[config.mk]
export PLATFORM = sky130hd
export DESIGN_NAME = font_row_reader
export DESIGN_NICKNAME = d
export VERILOG_FILES = /design/src/rtl/font_row_reader.sv
export SDC_FILE = /design/constraint.sdc
export NUM_CORES = 1
export LEC_CHECK = 0
export ABC_AREA = 1
export CORE_MARGIN = 8
export CORE_UTILIZATION = 30
export CTS_CLUSTER_DIAMETER = 200
export DETAILED_ROUTE_END_ITERATION = 6
export GPL_TIMING_DRIVEN = 0
export SLEW_MARGIN = 20
export SYNTH_ARGS = -nofsm -noshare
export SYNTH_HDL_FRONTEND = slang
export SYNTH_SLANG_ARGS = --single-unit
[constraint.sdc]
create_clock -name clk -period 1.68 [get_ports clk]
set_clock_uncertainty 0.05 [all_clocks]
set_input_delay 0.336 -clock clk [delete_from_list [all_inputs] [get_ports clk]]
set_output_delay 0.336 -clock clk [all_outputs]
set_load 0.03 [all_outputs]
[src/rtl/font_row_reader.sv]
// Font ROM row reader: fetches one 32-pixel glyph row and streams it MSB-first.
// Optional FONT_PREFETCH_EN adds a one-entry prefetch buffer for gapless rows.
module font_row_reader #(
  parameter int DATA_W      = 32,
  parameter int ADDR_W      = 8,
  parameter int ROW_W       = 5,
  parameter int ROM_LATENCY = 1
) (
  input  logic                    clk,
  input  logic                    reset,
  input  logic                    req_valid,
  output logic                    req_ready,
  input  logic [ADDR_W-ROW_W-1:0] req_glyph,
  input  logic [ROW_W-1:0]        req_row,
  input  logic                    req_invert,
  output logic                    rom_ce,
  output logic                    rom_oce,
  output logic [ADDR_W-1:0]       rom_ad,
  input  logic [DATA_W-1:0]       rom_dout,
  output logic                    pix_valid,
  input  logic                    pix_ready,
  output logic                    pix,
  output logic                    pix_last,
  output logic                    busy
);

`ifdef FONT_PREFETCH_EN
  localparam bit PF_EN = 1'b1;
`else
  localparam bit PF_EN = 1'b0;
`endif

  localparam int CNT_W  = $clog2(DATA_W);
  localparam int WCNT_W = $clog2(ROM_LATENCY + 1);
  localparam logic [WCNT_W-1:0] WAIT_INIT = WCNT_W'(ROM_LATENCY - 1);

  typedef enum logic [1:0] {S_IDLE, S_FETCH, S_WAIT, S_SHIFT} state_t;
  typedef enum logic [1:0] {PF_IDLE, PF_FETCH, PF_WAIT} pf_state_t;

  state_t             state_q, state_d;
  logic [WCNT_W-1:0]  wait_cnt_q, wait_cnt_d;
  logic               inv_q, inv_d;
  logic [DATA_W-1:0]  shreg_q, shreg_d;
  logic [CNT_W-1:0]   cnt_q, cnt_d;
  logic               pix_valid_q, pix_valid_d;
  logic               pix_last_q, pix_last_d;
  logic               rom_ce_q, rom_ce_d;
  logic [ADDR_W-1:0]  rom_ad_q, rom_ad_d;
  logic               busy_q, busy_d;

  pf_state_t          pf_state_q, pf_state_d;
  logic [WCNT_W-1:0]  pf_cnt_q, pf_cnt_d;
  logic               pf_inv_q, pf_inv_d;
  logic [DATA_W-1:0]  pf_buf_q, pf_buf_d;
  logic               pf_valid_q, pf_valid_d;

  logic shift_fire, last_fire, pf_accept, pf_land;

  assign req_ready = (state_q == S_IDLE) ||
                     (PF_EN && state_q == S_SHIFT && pf_state_q == PF_IDLE && !pf_valid_q);
  assign rom_ce    = rom_ce_q;
  assign rom_oce   = 1'b1;
  assign rom_ad    = rom_ad_q;
  assign pix_valid = pix_valid_q;
  assign pix       = shreg_q[DATA_W-1];
  assign pix_last  = pix_last_q;
  assign busy      = busy_q;

  always_comb begin
    state_d     = state_q;
    wait_cnt_d  = wait_cnt_q;
    inv_d       = inv_q;
    shreg_d     = shreg_q;
    cnt_d       = cnt_q;
    pix_valid_d = pix_valid_q;
    pix_last_d  = pix_last_q;
    rom_ce_d    = 1'b0;
    rom_ad_d    = rom_ad_q;
    pf_state_d  = pf_state_q;
    pf_cnt_d    = pf_cnt_q;
    pf_inv_d    = pf_inv_q;
    pf_buf_d    = pf_buf_q;
    pf_valid_d  = pf_valid_q;

    shift_fire = pix_valid_q && pix_ready;
    last_fire  = shift_fire && (cnt_q == CNT_W'(DATA_W - 1));
    pf_accept  = PF_EN && state_q == S_SHIFT && req_valid && req_ready;
    pf_land    = PF_EN && pf_state_q == PF_WAIT && pf_cnt_q == '0;

    // Prefetch fetch runs alongside SHIFT; the main FSM below may consume its
    // landing data directly and then overrides pf_valid_d.
    case (pf_state_q)
      PF_IDLE: begin
        if (pf_accept) begin
          pf_inv_d   = req_invert;
          rom_ad_d   = {req_glyph, req_row};
          rom_ce_d   = 1'b1;
          pf_state_d = PF_FETCH;
        end
      end
      PF_FETCH: begin
        pf_cnt_d   = WAIT_INIT;
        pf_state_d = PF_WAIT;
      end
      PF_WAIT: begin
        if (pf_cnt_q == '0) begin
          pf_buf_d   = rom_dout ^ {DATA_W{pf_inv_q}};
          pf_valid_d = 1'b1;
          pf_state_d = PF_IDLE;
        end else begin
          pf_cnt_d = pf_cnt_q - 1'b1;
        end
      end
      default: pf_state_d = PF_IDLE;
    endcase

    case (state_q)
      S_IDLE: begin
        if (req_valid) begin
          inv_d    = req_invert;
          rom_ad_d = {req_glyph, req_row};
          rom_ce_d = 1'b1;
          state_d  = S_FETCH;
        end
      end
      S_FETCH: begin
        wait_cnt_d = WAIT_INIT;
        state_d    = S_WAIT;
      end
      S_WAIT: begin
        if (wait_cnt_q == '0) begin
          shreg_d     = rom_dout ^ {DATA_W{inv_q}};
          cnt_d       = '0;
          pix_last_d  = 1'b0;
          pix_valid_d = 1'b1;
          state_d     = S_SHIFT;
        end else begin
          wait_cnt_d = wait_cnt_q - 1'b1;
        end
      end
      S_SHIFT: begin
        if (shift_fire) begin
          shreg_d    = shreg_q << 1;
          cnt_d      = cnt_q + 1'b1;
          pix_last_d = (cnt_q == CNT_W'(DATA_W - 2));
        end
        if (last_fire) begin
          cnt_d      = '0;
          pix_last_d = 1'b0;
          if (pf_valid_q) begin
            shreg_d    = pf_buf_q;
            pf_valid_d = 1'b0;
          end else if (pf_land) begin
            shreg_d    = rom_dout ^ {DATA_W{pf_inv_q}};
            pf_valid_d = 1'b0;
          end else if (pf_state_d != PF_IDLE) begin
            pix_valid_d = 1'b0;
          end else begin
            pix_valid_d = 1'b0;
            state_d     = S_IDLE;
          end
        end else if (!pix_valid_q && pf_land) begin
          shreg_d     = rom_dout ^ {DATA_W{pf_inv_q}};
          cnt_d       = '0;
          pix_last_d  = 1'b0;
          pix_valid_d = 1'b1;
          pf_valid_d  = 1'b0;
        end
      end
      default: state_d = S_IDLE;
    endcase

    busy_d = (state_d != S_IDLE);
  end

  always_ff @(posedge clk) begin
    if (reset) begin
      state_q     <= S_IDLE;
      wait_cnt_q  <= '0;
      inv_q       <= 1'b0;
      shreg_q     <= '0;
      cnt_q       <= '0;
      pix_valid_q <= 1'b0;
      pix_last_q  <= 1'b0;
      rom_ce_q    <= 1'b0;
      rom_ad_q    <= '0;
      busy_q      <= 1'b0;
      pf_state_q  <= PF_IDLE;
      pf_cnt_q    <= '0;
      pf_inv_q    <= 1'b0;
      pf_buf_q    <= '0;
      pf_valid_q  <= 1'b0;
    end else begin
      state_q     <= state_d;
      wait_cnt_q  <= wait_cnt_d;
      inv_q       <= inv_d;
      shreg_q     <= shreg_d;
      cnt_q       <= cnt_d;
      pix_valid_q <= pix_valid_d;
      pix_last_q  <= pix_last_d;
      rom_ce_q    <= rom_ce_d;
      rom_ad_q    <= rom_ad_d;
      busy_q      <= busy_d;
      pf_state_q  <= pf_state_d;
      pf_cnt_q    <= pf_cnt_d;
      pf_inv_q    <= pf_inv_d;
      pf_buf_q    <= pf_buf_d;
      pf_valid_q  <= pf_valid_d;
    end
  end

endmodule
==> impl_metrics.json, run 1 <==
{
  "status": "complete, but fails checks",
  "violations": "setup timing",
  "syn_area_mm2": 0.00479,
  "switching_share": 0.293,
  "grt_pass1_vias": 4699,
  "cts_sinks": 87,
  "min-delay-start": "pf_buf_q[17]",
  "min_path_cells": 2,
  "nNetsFinal": 858,
  "antenna_found_initial": 0,
  "max_cap_violations": 0,
  "ctsHoldBuffers": 0,
  "crit_slowest_cell": "dfxtp_2",
  "p_clk_frac": 0.399,
  "power_density_mw_per_mm2": 898,
  "seq_area_mm2": 0.00175,
  "grt_max_degree": 15,
  "max_slew_margin": 0.537,
  "viasPerCell": 4.71,
  "drt_iter0_drc": 344,
  "drive_above_1_share": 0.188,
  "p_seq_frac": 0.392,
  "place_ws_ns": -0.469,
  "placed_cells": 1002,
  "final_max_slew_viol_count": 0,
  "dieArea_mm2": 0.0203,
  "synth_top_cell_area_share": 0.364,
  "combPwrFrac": 0.209,
  "ir_drop_uv": 748,
  "core_area_mm2": 0.0158,
  "path_cells": "ha_4, inv_2, nor2_4, ha_2, inv_2, nor2_8, buf_12, nand2_8, buf_16, nand2_4, nand3_2, a21oi_2",
  "cts_made_buffers": 9,
  "reg2reg_depth": 12,
  "diodes": 0,
  "final_cell_mix": "nand2_1 (149), nor2_1 (98), dfxtp_1 (83), inv_1 (62), nand3_1 (48)",
  "critPathMostFrequentCell": "inv_2",
  "multi_input_area_mm2": 0.00292,
  "drt_wl_total_mm": 15.5,
  "dr.pass1.iters": 5,
  "yosys.area.top_type": "dfxtp_1",
  "cts-root-buf": "clkbuf_16",
  "fin_area_mm2": 0.00659,
  "grt.overflow.total": 0,
  "die_h_um": 142,
  "clock.fmax_mhz": 555,
  "initial_core_util": 0.304,
  "synth-seq-cells": 87,
  "ys_warn_count": 0,
  "gp_congestion": 0.815,
  "grt_pass1_wl_mm": 24.8,
  "cp-end-kind": "register",
  "internal-power_uw": 4180,
  "h-tree-depth": 3,
  "synth.area.top_cells": "dfxtp_1 (36%), nand2_1 (14%), nor2_1 (7.9%), nand3_1 (7.4%), inv_1 (5.0%)",
  "path_max_fanout": 7,
  "crit_type": "register to register",
  "vias": 4857,
  "stdcell_count": 1031,
  "start_kind": "register",
  "crit_arrival_ns": 2.03,
  "power_switching_uw": 1730,
  "grtUsageTotal": 0.155,
  "syn_inst": 729,
  "hold_slack_ns": 0.412,
  "antenna_left": 0,
  "cp.required_ns": 1.91,
  "area_delta_synth_final_pct": 37.7,
  "slowest_delay_ns": 0.36,
  "clkLatencyLatePin_ns": 0.35,
  "crit_path_start": "cnt_q[0]",
  "ios": 60,
  "die_width_um": 142,
  "cts_tree": "done",
  "final_common_cell": "nand2_1",
  "setup_violations": 35,
  "hpwl_mm": 10.2,
  "syn_area_per_cell_um2": 6.57,
  "p_leak_uw": 0.00279,
  "rows": 46,
  "cts.clk_slew.worst_paths_ns": 0.06,
  "hold_viol_final": 0,
  "clockBufferDepth": 2,
  "rsz0062_at_grt": "yes",
  "nFillCells": 1675,
  "synth_cell_type_count": 25,
  "syn-num-nets": 777,
  "fin_ws_ns": -0.123,
  "drt_drc_violations_left": 0,
  "worst_pin_slew_ns": 0.695,
  "avgRoutedWirePerCell_um": 15.0,
  "place_area_mm2": 0.00563,
  "synth_seq_area_share": 0.364,
  "r2r-start": "cnt_q[0]",
  "period_share": 1.07,
  "period_minus_slack_ns": 1.80,
  "io_buffers": 57,
  "hp-class": "register to register"
}
[stage by stage]
stage | total power, uW | TNS (ns) | util
after floorplan | 3070 | 0 | -
after global placement | 3510 | -19.52 | 0.357
after detailed placement | 3510 | -19.50 | 0.357
after CTS | 5930 | -2.45 | 0.410
after global routing | 6190 | -5.93 | 0.418
final | 5920 | -3.13 | 0.418
[final cells by class]
class                   count  area share
multi-input cells         526       0.442
flip-flops and latches     87       0.265
repair buffers             70       0.114
plain buffers              51      0.0474
well taps                 216      0.0410
inverters                  65      0.0370
clock buffers              11      0.0368
clock inverters             5      0.0157
[worst max-delay path, delay by kind of cell, from the launching register on]
family          cells  cell delay, ns
buf+inv             4            0.42
simple gates        5            0.43
fa+ha+maj           2            0.34
compound gates      1            0.14
flops               1            0.36
[Yosys cell counts]
cell      number
nor2_1       101
a21oi_1       43
conb_1         2
buf_1          1
ha_1           3
xor2_1        17
dfxtp_1       87
buf_4          7
nand3_1       71
a211oi_1       1
a21boi_0      17
nand2_2        1
nand3b_1      30
nor2_8         1
nor2_4         1
clkbuf_1      18
buf_2         21
inv_2          1
o21ai_0       47
inv_1         64
xnor2_1        1
o21ai_1       11
nand2_1      177
buf_6          4
nand2_4        2
[per-layer routing]
metal	GRT usage	share of wire	vias to the layer above
met2	0.252	0.46	113
li1	-	-	2474
met1	0.199	0.46	2252
met3	0.0450	0.062	18
met4	0.0369	0.014	0
met5	0	0	-
[registers in the layout, summed over array words and instances (netlist names)]
signal      flops
rom_ad          8
cnt_q           5
inv_q           1
rom_ce          1
pf_state_q      2
state_q         2
busy            1
pix_last        1
pf_buf_q       32
pix_valid       1
shreg_q        32
pf_valid_q      1
[final timing paths]
check	end	slack, ns
worst min register to register	pf_buf_q[17]	0.41
worst max-delay path	shreg_q[24]	-0.12
worst min-delay path	pf_buf_q[17]	0.41
worst max register to register	shreg_q[24]	-0.12
[timing repair]
item	CTS	global route
cloned	4	0
setup buffers	8	1
gates resized for setup	104	43
pin swaps	47	21
endpoints found under the setup margin	51	64
[logic make-up after synthesis]
| group | count (synthesis) | synth area share |
|---|---|---|
| other | 2 | 0.00157 |
| AOI/OAI and AO/OA | 119 | 0.134 |
| xor gates and xnor gates | 18 | 0.0329 |
| and+or+nand+nor | 384 | 0.352 |
| DFF | 87 | 0.364 |
| adders and majority gates | 3 | 0.00784 |
| buffers and inverters | 116 | 0.108 |
[power groups by stage]
stage / Sequential (uW) / Combinational (uW) / Clock (uW)
3_5_place_dp: 2370 / 1140 / 0
2_1_floorplan: 2410 / 665 / 0
5_1_grt: 2340 / 1370 / 2480
3_3_place_gp: 2360 / 1150 / 0
4_1_cts: 2320 / 1200 / 2420
6_report: 2320 / 1230 / 2360
Power figures use the tool's default switching activity.
==> run 2, diff against run 1 <==
Settings changed: ABC_CLOCK_PERIOD_IN_PS set to 1550.
Clock period 1.68 ns to 1.55 ns, I/O delays scaled along.
==> run 2 against run 1 <==
  * The flow still finishes with violations (setup timing)
  * Die area stayed put
  * Power up 4.7%
  * Critical path depth is 1 lower
  * Clock power is essentially flat
  * Fmax up 3.6%
  * Critical path type unchanged
  * Critical endpoint is now shreg_q[19]
  * Largest power group is now registers
==> impl_metrics.json, run 2 (same netlist as run 1, synthesis figures left out) <==
{
  "status": "complete, but fails checks",
  "violations": "setup timing",
  "drt_iter0_drc": 352,
  "dieArea_mm2": 0.0203,
  "viasPerCell": 4.71,
  "crit_path_start": "cnt_q[1]",
  "hold_slack_ns": 0.406,
  "h-tree-depth": 3,
  "final_cell_mix": "nand2_1 (153), nor2_1 (97), dfxtp_1 (84), inv_1 (60), nand3_1 (52)",
  "period_minus_slack_ns": 1.74,
  "diodes": 0,
  "avgRoutedWirePerCell_um": 14.9,
  "grt_pass1_vias": 4468,
  "clkLatencyLatePin_ns": 0.35,
  "tns_ns": -5.52,
  "ctsHoldBuffers": 0,
  "io_buffers": 57,
  "die_h_um": 142,
  "cp.required_ns": 1.78,
  "period_share": 1.12,
  "antenna_left": 0,
  "max_cap_violations": 0,
  "cts-root-buf": "clkbuf_16",
  "totalPowerFinal_uw": 6190,
  "drt_drc_violations_left": 0,
  "initial_core_util": 0.304,
  "power_density_mw_per_mm2": 957,
  "antenna_found_initial": 0,
  "clock.fmax_mhz": 575,
  "drt_wl_total_mm": 15.3,
  "hp-class": "register to register",
  "timing.rr.end": "shreg_q[19]",
  "cts.clk_slew.worst_paths_ns": 0.06,
  "p_leak_uw": 0.00276,
  "core_area_mm2": 0.0158,
  "clockBufferDepth": 2,
  "gp_congestion": 0.819,
  "max_slew_margin": 0.520,
  "ir_drop_uv": 508,
  "slowest_delay_ns": 0.36,
  "critPathMostFrequentCell": "inv_2",
  "worst_pin_slew_ns": 0.719,
  "start_kind": "register",
  "post-route-util": 0.410,
  "cp-end-kind": "register",
  "grtUsageTotal": 0.151,
  "hpwl_mm": 10.2,
  "nNetsFinal": 857,
  "area_delta_synth_final_pct": 35.2,
  "final_max_slew_viol_count": 0,
  "r2r-start": "cnt_q[1]",
  "cts_tree": "done",
  "grt_max_degree": 15,
  "grt_pass1_wl_mm": 23.9,
  "grt.overflow.total": 0,
  "dr.pass1.iters": 5,
  "drive_above_1_share": 0.177,
  "path_cells": "ha_4, inv_2, nor2_2, ha_2, inv_2, nor2_8, nand2_8, buf_16, nand2_4, nand3_2, a21oi_2",
  "crit_slowest_cell": "dfxtp_2",
  "hold_viol_final": 0,
  "ios": 60,
  "cts_made_buffers": 9,
  "final_common_cell": "nand2_1",
  "fin_ws_ns": -0.190,
  "rsz0062_at_grt": "yes",
  "ff2ff_setup_slack_ns": -0.19,
  "crit_type": "register to register",
  "reg2reg_depth": 11,
  "vias": 4851,
  "die_width_um": 142,
  "rows": 46,
  "cts_sinks": 87,
  "endpoint": "shreg_q[19]",
  "setup_violations": 36,
  "path_max_fanout": 7,
  "crit_arrival_ns": 1.97
}
## run 2: cell count changes in the layout (fill, tap and decap cells not counted), moves of 3 or more
cell     previous run  this run
a21oi_1            26        30
a21oi_2            17        13
buf_6               6         2
nand2_1           149       153
nand2_2            11        14
nand2_4            19        13
nand3_1            48        52
nand3_2            23        19
## run 2: final cells by class
class                      instances  area (um2)
inverter                          65         244
sequential                        87        1750
timing repair buffer              68         708
clock buffer                      10         229
fill                            1678        9300
tap                              216         270
clock inverter                     6        85.1
multi-input combinational        527        2850
buffer                            51         339
## run 2: critical path: cells and delay by family, from the launching register on
family          cells  cell delay (ns)
flops               1             0.36
fa+ha+maj           2             0.33
simple gates        5             0.50
compound gates      1             0.14
buf+inv             3             0.28
## run 2: worst min-delay path by stage
| stage | start | endpoint | slack (ns) | cells past startpoint |
|---|---|---|---|---|
| after global routing | pf_buf_q[17] | pf_buf_q[17] | 0.44 | 2 |
| after global placement | pf_buf_q[17] | pf_buf_q[17] | 0.39 | 2 |
| final | pf_buf_q[17] | pf_buf_q[17] | 0.41 | 2 |
| after CTS | pf_buf_q[17] | pf_buf_q[17] | 0.41 | 2 |
| after floorplan | pf_buf_q[17] | pf_buf_q[17] | 0.38 | 2 |
| after detailed placement | pf_buf_q[17] | pf_buf_q[17] | 0.40 | 2 |
## run 2: metal layers
metal	vias to the layer above	share of wire	wire [um]	GRT usage
li1	2474	-	-	-
met1	2188	0.47	7170	0.200
met2	164	0.44	6700	0.231
met3	25	0.073	1120	0.0369
met4	0	0.022	340	0.0576
met5	-	0	0	0
## run 2: what timing repair did
action,CTS,global route
setup buffers,6,2
gates cloned,2,2
gates resized for setup,66,61
endpoints found under the setup margin,72,71
pin swaps,31,23
## run 2: where the power goes
group          switching (uW)  internal, uW  total (uW)
Clock                     936          1410        2340
Sequential                110          2410        2520
Combinational             833           501        1330
## run 2: stage by stage
step,worst slack [ns],instances,cell area (um2)
after floorplan,0.00342,729,4800
after global placement,-0.570,1002,5640
after detailed placement,-0.543,1002,5640
after CTS,-0.189,1026,6240
after global routing,-0.263,1030,6470
final,-0.190,1030,6470
